**src/rtl/delay_sched.sv**
```systemverilog
// ---------------------------------------------------------------------------
// delay_sched
//
// Sequencer for a bank of NUM_UNITS delay-line units. It keeps a shadow copy
// of every unit's delay amount, which the configuration bus writes. It
// copies the shadows into the active amount register when a stream starts,
// and drives the shared run strobe for the stream. It also produces an
// input-feed window (in_valid) and an output window (out_valid). The output
// window only opens once the deepest delay line has been primed.
//
// Optional feature:
//   DELAY_SCHED_CLAMP_EN - when defined, amount writes above 2^ADDRESS_WIDTH-2
//                          are clamped to 2^ADDRESS_WIDTH-2 and do not raise
//                          cfg_err. When undefined, such a write stores the
//                          value unmodified and raises cfg_err.
//
// Ports:
//   clk        in   clock, rising edge
//   rst        in   asynchronous reset, active low
//   cfg_we     in   write the shadow amount selected by cfg_addr
//   cfg_addr   in   shadow register index (out-of-range writes are ignored)
//   cfg_amount in   amount value to write
//   start      in   start a stream (only honoured while idle)
//   len        in   stream length in samples, captured with start
//   busy       out  high from the cycle after an accepted start through done
//   done       out  one-cycle end-of-stream pulse
//   run        out  run strobe to all delay units
//   in_valid   out  upstream may present a sample this cycle
//   out_valid  out  delay outputs carry aligned data this cycle
//   amount     out  active amounts, unit i at [i*ADDRESS_WIDTH +: ADDRESS_WIDTH]
//   cfg_err    out  sticky configuration error, cleared by an accepted start
// ---------------------------------------------------------------------------
module delay_sched #(
  parameter int NUM_UNITS     = 4,
  parameter int ADDRESS_WIDTH = 6,
  parameter int LEN_W         = 16,
  localparam int CFG_AW       = (NUM_UNITS > 1) ? $clog2(NUM_UNITS) : 1
) (
  input  logic                             clk,
  input  logic                             rst,
  input  logic                             cfg_we,
  input  logic [CFG_AW-1:0]                cfg_addr,
  input  logic [ADDRESS_WIDTH-1:0]         cfg_amount,
  input  logic                             start,
  input  logic [LEN_W-1:0]                 len,
  output logic                             busy,
  output logic                             done,
  output logic                             run,
  output logic                             in_valid,
  output logic                             out_valid,
  output logic [NUM_UNITS*ADDRESS_WIDTH-1:0] amount,
  output logic                             cfg_err
);

  typedef enum logic [1:0] {
    S_IDLE,
    S_RUN,
    S_DRAIN,
    S_DONE
  } state_t;

  localparam logic [CFG_AW:0] UNIT_COUNT = (CFG_AW + 1)'(NUM_UNITS);

`ifdef DELAY_SCHED_CLAMP_EN
  localparam logic [ADDRESS_WIDTH-1:0] AMT_LIMIT =
    ADDRESS_WIDTH'((1 << ADDRESS_WIDTH) - 2);
`endif

  state_t                   state;
  logic [ADDRESS_WIDTH-1:0] shadow [NUM_UNITS];
  logic [ADDRESS_WIDTH-1:0] shadow_max;
  logic [ADDRESS_WIDTH-1:0] m_q;
  logic [ADDRESS_WIDTH-1:0] prime_cnt;
  logic                     primed;
  logic [LEN_W-1:0]         len_q;
  logic [LEN_W-1:0]         feed_cnt;
  logic [LEN_W-1:0]         out_cnt;

  logic                     addr_ok;
  logic                     amt_bad;
  logic [ADDRESS_WIDTH-1:0] wr_amount;
  logic                     start_ok;
  logic [LEN_W-1:0]         feed_next;
  logic [LEN_W-1:0]         out_next;
  logic                     feed_last;
  logic                     out_last;
  logic                     prime_hit;

  // Decode a configuration write. The all-ones amount is the only value
  // above the legal limit, so a reduction AND detects it.
  always_comb begin
    addr_ok = ({1'b0, cfg_addr} < UNIT_COUNT);
`ifdef DELAY_SCHED_CLAMP_EN
    amt_bad   = 1'b0;
    wr_amount = (&cfg_amount) ? AMT_LIMIT : cfg_amount;
`else
    amt_bad   = &cfg_amount;
    wr_amount = cfg_amount;
`endif
  end

  assign start_ok = (state == S_IDLE) && start;

  // The maximum shadow amount becomes the priming depth of the next stream.
  always_comb begin
    shadow_max = '0;
    for (int i = 0; i < NUM_UNITS; i++) begin
      if (shadow[i] > shadow_max) begin
        shadow_max = shadow[i];
      end
    end
  end

  // Counter look-ahead. The counters stop at len_q, so they never wrap,
  // even for the largest len.
  always_comb begin
    feed_next = feed_cnt + 1'b1;
    out_next  = out_cnt + 1'b1;
    feed_last = (state == S_RUN) && (feed_next == len_q);
    out_last  = out_valid && (out_next == len_q);
    prime_hit = !primed && (prime_cnt == m_q);
  end

  // Shadow registers accept writes in every state. A write at the same
  // edge as start lands here, but the active copy still gets the old value.
  always_ff @(posedge clk or negedge rst) begin
    if (!rst) begin
      for (int i = 0; i < NUM_UNITS; i++) begin
        shadow[i] <= '0;
      end
    end else if (cfg_we && addr_ok) begin
      for (int i = 0; i < NUM_UNITS; i++) begin
        if (cfg_addr == CFG_AW'(i)) begin
          shadow[i] <= wr_amount;
        end
      end
    end
  end

  // Sticky error flag. A new error at the same edge as a start wins, so
  // that error is not lost.
  always_ff @(posedge clk or negedge rst) begin
    if (!rst) begin
      cfg_err <= 1'b0;
    end else if (cfg_we && (!addr_ok || amt_bad)) begin
      cfg_err <= 1'b1;
    end else if (start_ok) begin
      cfg_err <= 1'b0;
    end
  end

  // Stream sequencer. It runs three counters side by side:
  //   feed  - counts in_valid cycles in RUN.
  //   prime - waits M+1 cycles from entry to RUN before out_valid opens.
  //   out   - counts out_valid cycles. When it reaches len the stream ends.
  always_ff @(posedge clk or negedge rst) begin
    if (!rst) begin
      state     <= S_IDLE;
      busy      <= 1'b0;
      done      <= 1'b0;
      run       <= 1'b0;
      in_valid  <= 1'b0;
      out_valid <= 1'b0;
      amount    <= '0;
      m_q       <= '0;
      prime_cnt <= '0;
      primed    <= 1'b0;
      len_q     <= '0;
      feed_cnt  <= '0;
      out_cnt   <= '0;
    end else begin
      case (state)
        S_IDLE: begin
          if (start) begin
            for (int i = 0; i < NUM_UNITS; i++) begin
              amount[i*ADDRESS_WIDTH +: ADDRESS_WIDTH] <= shadow[i];
            end
            m_q       <= shadow_max;
            len_q     <= len;
            feed_cnt  <= '0;
            out_cnt   <= '0;
            prime_cnt <= '0;
            primed    <= 1'b0;
            busy      <= 1'b1;
            if (len == '0) begin
              done  <= 1'b1;
              state <= S_DONE;
            end else begin
              run      <= 1'b1;
              in_valid <= 1'b1;
              state    <= S_RUN;
            end
          end
        end

        S_RUN, S_DRAIN: begin
          if (state == S_RUN) begin
            feed_cnt <= feed_next;
            if (feed_last) begin
              in_valid <= 1'b0;
            end
          end

          if (prime_hit) begin
            primed    <= 1'b1;
            out_valid <= 1'b1;
          end else if (!primed) begin
            prime_cnt <= prime_cnt + 1'b1;
          end

          if (out_valid) begin
            out_cnt <= out_next;
          end

          if (out_last) begin
            out_valid <= 1'b0;
            in_valid  <= 1'b0;
            run       <= 1'b0;
            done      <= 1'b1;
            state     <= S_DONE;
          end else if (feed_last) begin
            state <= S_DRAIN;
          end
        end

        S_DONE: begin
          done  <= 1'b0;
          busy  <= 1'b0;
          state <= S_IDLE;
        end

        default: begin
          state <= S_IDLE;
        end
      endcase
    end
  end

endmodule

```
**config.mk**
```make
export PLATFORM = sky130hd
export DESIGN_NAME = delay_sched
export DESIGN_NICKNAME = d
export VERILOG_FILES = /design/src/rtl/delay_sched.sv
export SDC_FILE = /design/constraint.sdc
export NUM_CORES = 1
export LEC_CHECK = 0
export ABC_CLOCK_PERIOD_IN_PS = 6810
export CAP_MARGIN = 20
export CORE_ASPECT_RATIO = 1.2
export CORE_MARGIN = 2
export CORE_UTILIZATION = 58
export DETAILED_ROUTE_END_ITERATION = 8
export PLACE_DENSITY = 0.76
export RECOVER_POWER = 25
export SETUP_SLACK_MARGIN = 0.02
export SLEW_MARGIN = 30
export SYNTH_ARGS = -nofsm -noshare
export SYNTH_HDL_FRONTEND = slang
export SYNTH_SLANG_ARGS = --single-unit
```
**constraint.sdc**
```tcl
create_clock -name clk -period 6.81 [get_ports clk]
set_input_delay 1.7025 -clock clk [delete_from_list [all_inputs] [get_ports clk]]
set_output_delay 1.7025 -clock clk [all_outputs]
set_load 0.03 [all_outputs]
```
==> flow_metrics.py, run 1 <==
metrics = {
    "outcome": {
        "status": "complete, but fails checks",
        "violations": "max-capacitance violations, max-slew violations",
    },
    "setup_path": {
        "r2r_slack_ns": 1.30,
        "crit_fanout": 18,
        "crit_type": "register to register",
        "arrival_ns": 5.84,
        "startpoint": "shadow[13]",
        "worstRegToRegCells": 24,
        "r2r_start": "shadow[13]",
        "required_ns": 7.14,
        "end_kind": "register",
        "start_kind": "register",
        "r2r_end": "m_q[3]",
        "crit_end": "m_q[3]",
    },
    "timing": {
        "finalSetupViolCount": 0,
        "fin_skew_ns": 0.00582,
        "period_minus_slack_ns": 5.51,
        "drv_slew": 75,
        "worstMarginPinSlew_ns": 3.89,
        "rsz0062_at_grt": "false",
        "max_freq_ghz": 0.181,
        "setup-tns-final_ns": 0,
        "period_share": 0.809,
        "holdWs_ns": 0.480,
        "hold_viol": 0,
        "maxSlewHeadroom": -1.59,
    },
    "cts": {
        "cts_tree": "built",
        "path_clk_slew_ns": 0.06,
        "postCtsResizedCells": 0,
        "cts_buffers": 17,
        "htreeDepth": 4,
        "insertion_delay_ns": 0.41,
        "cts_root_buf": "clkbuf_16",
        "cts_sinks": 117,
        "clk_path_buf_depth": 2,
        "cts_hold_buf": 0,
        "post_cts_buffers": 0,
    },
    "global_routing": {
        "grt_use_total": 0.292,
        "grt_pass1_wl_um": 28100,
        "grt_pass1_vias": 5728,
        "gr-total-overflow": 0,
        "antenna_found_initial": 0,
        "grt_max_degree": 75,
    },
    "synth": {
        "ys_types": 61,
        "yosys_warnings": 0,
        "synth_top_flop_cell": "dfrtp_1",
        "async_flop_share": 1.00,
        "synth_seq_cells": 117,
        "synthesis.nets": 801,
        "synth_cells": 748,
        "synth_edf_count": 0,
        "seq_area_frac_synth": 0.437,
        "syn_area_mm2": 0.00670,
        "syn_area_per_cell_um2": 8.95,
    },
    "floorplanning": {
        "io_pins": 58,
        "rows": 43,
        "start_util": 0.587,
        "dieHeight_um": 122,
        "die_x_um": 102,
        "coreArea_mm2": 0.0114,
        "die_area_mm2": 0.0124,
    },
    "routing": {
        "drc_errors": 0,
        "avgViaCountPerCell": 5.83,
        "vias": 5593,
        "post_drt_wl_per_cell_um": 17.7,
        "drtPass1Iterations": 5,
        "ant_nets": 0,
        "wl_um": 16900,
        "drt_iter0_markers": 262,
    },
    "placed_design": {
        "hpwl_um": 12100,
        "gp_congestion": 0.932,
        "port_buffers": 57,
    },
    "power_and_ir_drop": {
        "p_per_area_mw_per_mm2": 471,
        "ir_drop_mv": 0.231,
        "p_leak_nw": 3.44,
    },
    "cells_and_area": {
        "drive_gt1_frac": 0.0998,
        "fillers": 922,
        "antenna_cells": 0,
        "final_core_util": 0.696,
        "fin_nets": 842,
        "area_growth_pct": 18.5,
    },
    "job": {
        "drv_cap": 1,
    },
    "hold_path": {
        "holdCritPathClass": "register to register",
    },
}
metrics by stage:
stage	area [um^2]	power, mW	cells	setup WS [ns]
CTS	7930	3.74	959	1.03
global placement	7330	2.75	927	1.15
detailed placement	7330	2.81	927	1.04
floorplan	6700	2.30	748	1.73
global route	7940	3.99	959	0.836
finish	7940	3.74	959	1.30
synthesized netlist by cell type, drive strengths merged, types with 6 or more instances:
cell      n  share of area
mux2i     8          0.012
nor2     25          0.014
mux2     28          0.048
and3      6         0.0064
and4      8          0.011
nand2   167          0.094
clkbuf   33          0.018
a21oi    33          0.025
nor3     17          0.014
nand4    15          0.014
dfrtp   117           0.44
nand2b    8         0.0075
xor2     23          0.030
xnor2    29          0.038
nand3    18          0.013
ha       25          0.047
o21a     11          0.012
o21ai    65          0.049
buf       7         0.0075
inv      31          0.017
o211ai    8         0.0090
nor4      7         0.0065
where the power goes:
| part | switching [mW] | internal (mW) | leakage, nW |
|---|---|---|---|
| logic | 0.987 | 0.676 | 1.69 |
| registers | 0.252 | 0.914 | 1.47 |
| clock network | 0.323 | 0.582 | 0.285 |
| total | 1.56 | 2.17 | 3.44 |
cell families (layout without fill, tap and decap cells):
logic type	Yosys count	in the layout	synth area share
buffers and inverters	71	125	0.0433
adder cells (fa/ha/maj)	25	25	0.0467
flip-flops	117	117	0.437
AO/OA/AOI/OAI	153	153	0.139
XOR/XNOR	52	52	0.0680
AND/OR/NAND/NOR	294	294	0.206
multiplexers	36	36	0.0596
worst max-delay path: stages, from the launching register on:
cell,delay (ns)
dfrtp_1,0.40
ha_1,0.31
nor2b_1,0.13
o21a_1,0.16
o21a_1,0.16
o21a_1,0.17
o31ai_2,0.47
mux2_2,0.43
inv_1,0.06
ha_1,0.12
nor2b_1,0.13
o21a_1,0.12
o21a_1,0.11
o21bai_1,0.07
a21oi_2,0.54
o21ai_0,0.20
ha_1,0.31
nor2b_1,0.14
o21a_1,0.17
o21a_1,0.16
o21a_1,0.16
o21a_1,0.19
o22ai_1,0.37
o211ai_1,0.16
a21oi_1,0.18
state kept, by name, indices dropped and copies added (netlist names):
signal     cells
cfg_err        1
feed_cnt      16
amount        24
run            1
out_valid      1
prime_cnt      6
m_q            6
state          2
out_cnt       16
busy           1
len_q         16
done           1
shadow        24
in_valid       1
primed         1
routing by layer:
metal	global-route usage	wire length (um)	vias to the layer above
met3	0.0602	695	48
met5	0	0	-
met2	0.521	8890	175
met4	0.134	677	0
met1	0.333	6670	2702
li1	-	-	2668
cells in the final DEF (no fill, tap or decap), drive strengths merged, types with 5 or more instances in the layout:
| master | netlist | routed |
|---|---|---|
| a21oi | 33 | 33 |
| nor2 | 25 | 25 |
| o211ai | 8 | 8 |
| clkinv | 0 | 6 |
| clkdlybuf4s50 | 0 | 56 |
| xor2 | 23 | 23 |
| and4 | 8 | 8 |
| mux2i | 8 | 8 |
| nor3 | 17 | 17 |
| clkbuf | 33 | 20 |
| xnor2 | 29 | 29 |
| dfrtp | 117 | 117 |
| o21ai | 65 | 65 |
| mux2 | 28 | 28 |
| nor4 | 7 | 7 |
| and3 | 6 | 6 |
| o31ai | 5 | 5 |
| nor3b | 5 | 5 |
| buf | 7 | 5 |
| ha | 25 | 25 |
| nand2b | 8 | 8 |
| nand3 | 18 | 18 |
| nand2 | 167 | 167 |
| nand4 | 15 | 15 |
| inv | 31 | 31 |
| o21a | 11 | 11 |
how the worst min path moves through the flow:
stage / from / endpoint / depth (start not counted) / slack (ns)
6_report: amount[13] / amount[13] / 2 / 0.48
5_1_grt: amount[10] / amount[10] / 2 / 0.51
4_1_cts: amount[15] / amount[15] / 2 / 0.48
3_5_place_dp: amount[13] / amount[13] / 2 / 0.47
3_3_place_gp: amount[11] / amount[11] / 2 / 0.46
2_1_floorplan: shadow[18] / amount[0] / 2 / 0.47
layout make-up:
cell class	instances	area [um^2]	area share
Timing Repair Buffer	62	602	0.0758
Clock inverter	13	158	0.0199
Sequential cell	117	2930	0.369
Multi-Input combinational cell	560	3490	0.440
Tap cell	157	196	0.0248
Clock buffer	19	443	0.0558
Inverter	31	116	0.0147
Power figures use the tool's default switching activity.
==> run 2, diff against run 1 <==
--- a/config.mk
+++ b/config.mk
@@ -5,7 +5,7 @@
 export SDC_FILE = /design/constraint.sdc
 export NUM_CORES = 1
 export LEC_CHECK = 0
-export ABC_CLOCK_PERIOD_IN_PS = 6810
+export ABC_CLOCK_PERIOD_IN_PS = 5400
 export CAP_MARGIN = 20
 export CORE_ASPECT_RATIO = 1.2
 export CORE_MARGIN = 2
==> constraint.sdc (replaced) <==
create_clock -name clk -period 5.4 [get_ports clk]
set_input_delay 1.35 -clock clk [delete_from_list [all_inputs] [get_ports clk]]
set_output_delay 1.35 -clock clk [all_outputs]
set_load 0.03 [all_outputs]
==> flow_metrics.py, run 2 (synthesis gave the netlist of run 1 again) <==
metrics = {
    "routing": {
        "drtPass1Iterations": 6,
        "drt_iter0_markers": 201,
        "vias": 5554,
        "wl_um": 16800,
        "post_drt_wl_per_cell_um": 17.5,
        "avgViaCountPerCell": 5.79,
        "drc_errors": 0,
        "ant_nets": 0,
    },
    "floorplanning": {
        "rows": 43,
        "die_x_um": 102,
        "die_area_mm2": 0.0124,
        "io_pins": 58,
        "dieHeight_um": 122,
        "coreArea_mm2": 0.0114,
        "start_util": 0.587,
    },
    "setup_path": {
        "end_kind": "register",
        "required_ns": 5.69,
        "r2r_end": "m_q[3]",
        "r2r_start": "shadow[13]",
        "worstRegToRegCells": 25,
        "r2r_slack_ns": 0.37,
        "crit_type": "register to register",
        "crit_fanout": 6,
        "arrival_ns": 5.32,
        "start_kind": "register",
    },
    "timing": {
        "fin_skew_ns": 0.00970,
        "maxSlewHeadroom": -1.38,
        "drv_slew": 81,
        "period_share": 0.932,
        "rsz0062_at_grt": "false",
        "period_minus_slack_ns": 5.03,
        "layout_setup_ws_ns": 0.368,
        "max_freq_ghz": 0.199,
        "worstMarginPinSlew_ns": 3.58,
        "setup-tns-final_ns": 0,
        "hold_viol": 0,
        "finalSetupViolCount": 0,
    },
    "global_routing": {
        "grt_use_total": 0.289,
        "antenna_found_initial": 0,
        "grt_pass1_vias": 5604,
        "grt_pass1_wl_um": 27600,
        "gr-total-overflow": 0,
        "grt_max_degree": 81,
    },
    "hold_path": {
        "holdPathEnd": "amount[9]",
        "holdCritPathClass": "register to register",
        "holdPathStages": 2,
        "hold_start": "amount[9]",
    },
    "cts": {
        "cts_buffers": 17,
        "cts_hold_buf": 0,
        "path_clk_slew_ns": 0.06,
        "cts_tree": "built",
        "clk_path_buf_depth": 2,
        "cts_root_buf": "clkbuf_16",
        "cts_sinks": 117,
        "htreeDepth": 4,
        "insertion_delay_ns": 0.42,
    },
    "power_and_ir_drop": {
        "p_leak_nw": 3.47,
        "ir_drop_mv": 0.343,
        "finalPower_mw": 4.77,
        "p_per_area_mw_per_mm2": 598,
    },
    "cells_and_area": {
        "area_growth_pct": 19.3,
        "layout_commonest_cell": "nand2_1",
        "fin_nets": 843,
        "drive_gt1_frac": 0.105,
        "reg.largest.list": "amount x24, shadow x24",
        "antenna_cells": 0,
        "layout_common_cells": "nand2_1 (166), dfrtp_1 (117), o21ai_0 (63)",
    },
    "outcome": {
        "violations": "max-capacitance violations, max-slew violations",
        "status": "complete, but fails checks",
    },
    "placed_design": {
        "port_buffers": 57,
        "place_ws_ns": 0.250,
        "gp_congestion": 0.897,
        "hpwl_um": 11900,
    },
    "job": {
        "drv_cap": 1,
    },
}
## run 2: routing by layer
layer | vias up | part of all wire | GRT usage
met2 | 153 | 0.53 | 0.509
met3 | 43 | 0.043 | 0.0677
met1 | 2680 | 0.39 | 0.331
met4 | 0 | 0.038 | 0.128
met5 | - | 0 | 0
li1 | 2678 | - | -
## run 2: worst max-delay path by stage
stage | slack (ns) | to | start | depth (start not counted)
finish | 0.37 | m_q[3] | shadow[13] | 25
global route | 0.05 | m_q[1] | shadow[13] | 25
CTS | 0.18 | m_q[4] | shadow[13] | 24
detailed placement | 0.25 | m_q[4] | shadow[13] | 25
global placement | 0.41 | m_q[0] | shadow[13] | 25
floorplan | 0.32 | m_q[2] | shadow[13] | 25
## run 2: report_power, final
group | switching [mW] | internal (mW)
Sequential | 0.323 | 1.15
Clock | 0.421 | 0.759
Combinational | 1.25 | 0.872
Total | 1.99 | 2.78
## run 2: cell type report
type | instances | area (um^2)
multi-input combinational | 560 | 3510
fill | 894 | 3420
sequential | 117 | 2930
timing repair buffer | 63 | 614
clock buffer | 20 | 457
tap | 157 | 196
clock inverter | 12 | 168
inverter | 31 | 116
## run 2: timing repair
| item | in CTS | in global routing |
|---|---|---|
| resized for setup | 0 | 2 |
| setup endpoints to repair | 0 | 6 |
| buffers inserted | 0 | 0 |
## run 2: worst max-delay path, stage by stage (launching register included)
cell and delay (ns):
dfrtp_1 0.41, ha_1 0.31, nor2b_1 0.13, o21a_1 0.16, o21a_1 0.16, o21a_1 0.17
o31ai_2 0.24, mux2_2 0.40, inv_1 0.07, ha_1 0.23, nor2b_1 0.13, o21a_1 0.16
o21a_1 0.16, o21bai_1 0.17, a21oi_2 0.12, nand2b_1 0.10, o21ai_0 0.10, ha_1 0.31
nor2b_1 0.14, o21a_1 0.16, o21a_1 0.17, o21a_1 0.17, o21a_1 0.19, o22a_1 0.27
a21oi_1 0.18, a21oi_1 0.09
## run 2: per-stage QoR
step / hold WS, ns / instances / instance area (um^2) / utilization
2_1_floorplan: 0.471 / 748 / 6700 / -
3_3_place_gp: 0.462 / 928 / 7330 / 0.643
3_5_place_dp: 0.462 / 928 / 7350 / 0.644
4_1_cts: 0.477 / 960 / 7970 / 0.699
5_1_grt: 0.511 / 960 / 7990 / 0.700
6_report: 0.473 / 960 / 7990 / 0.700
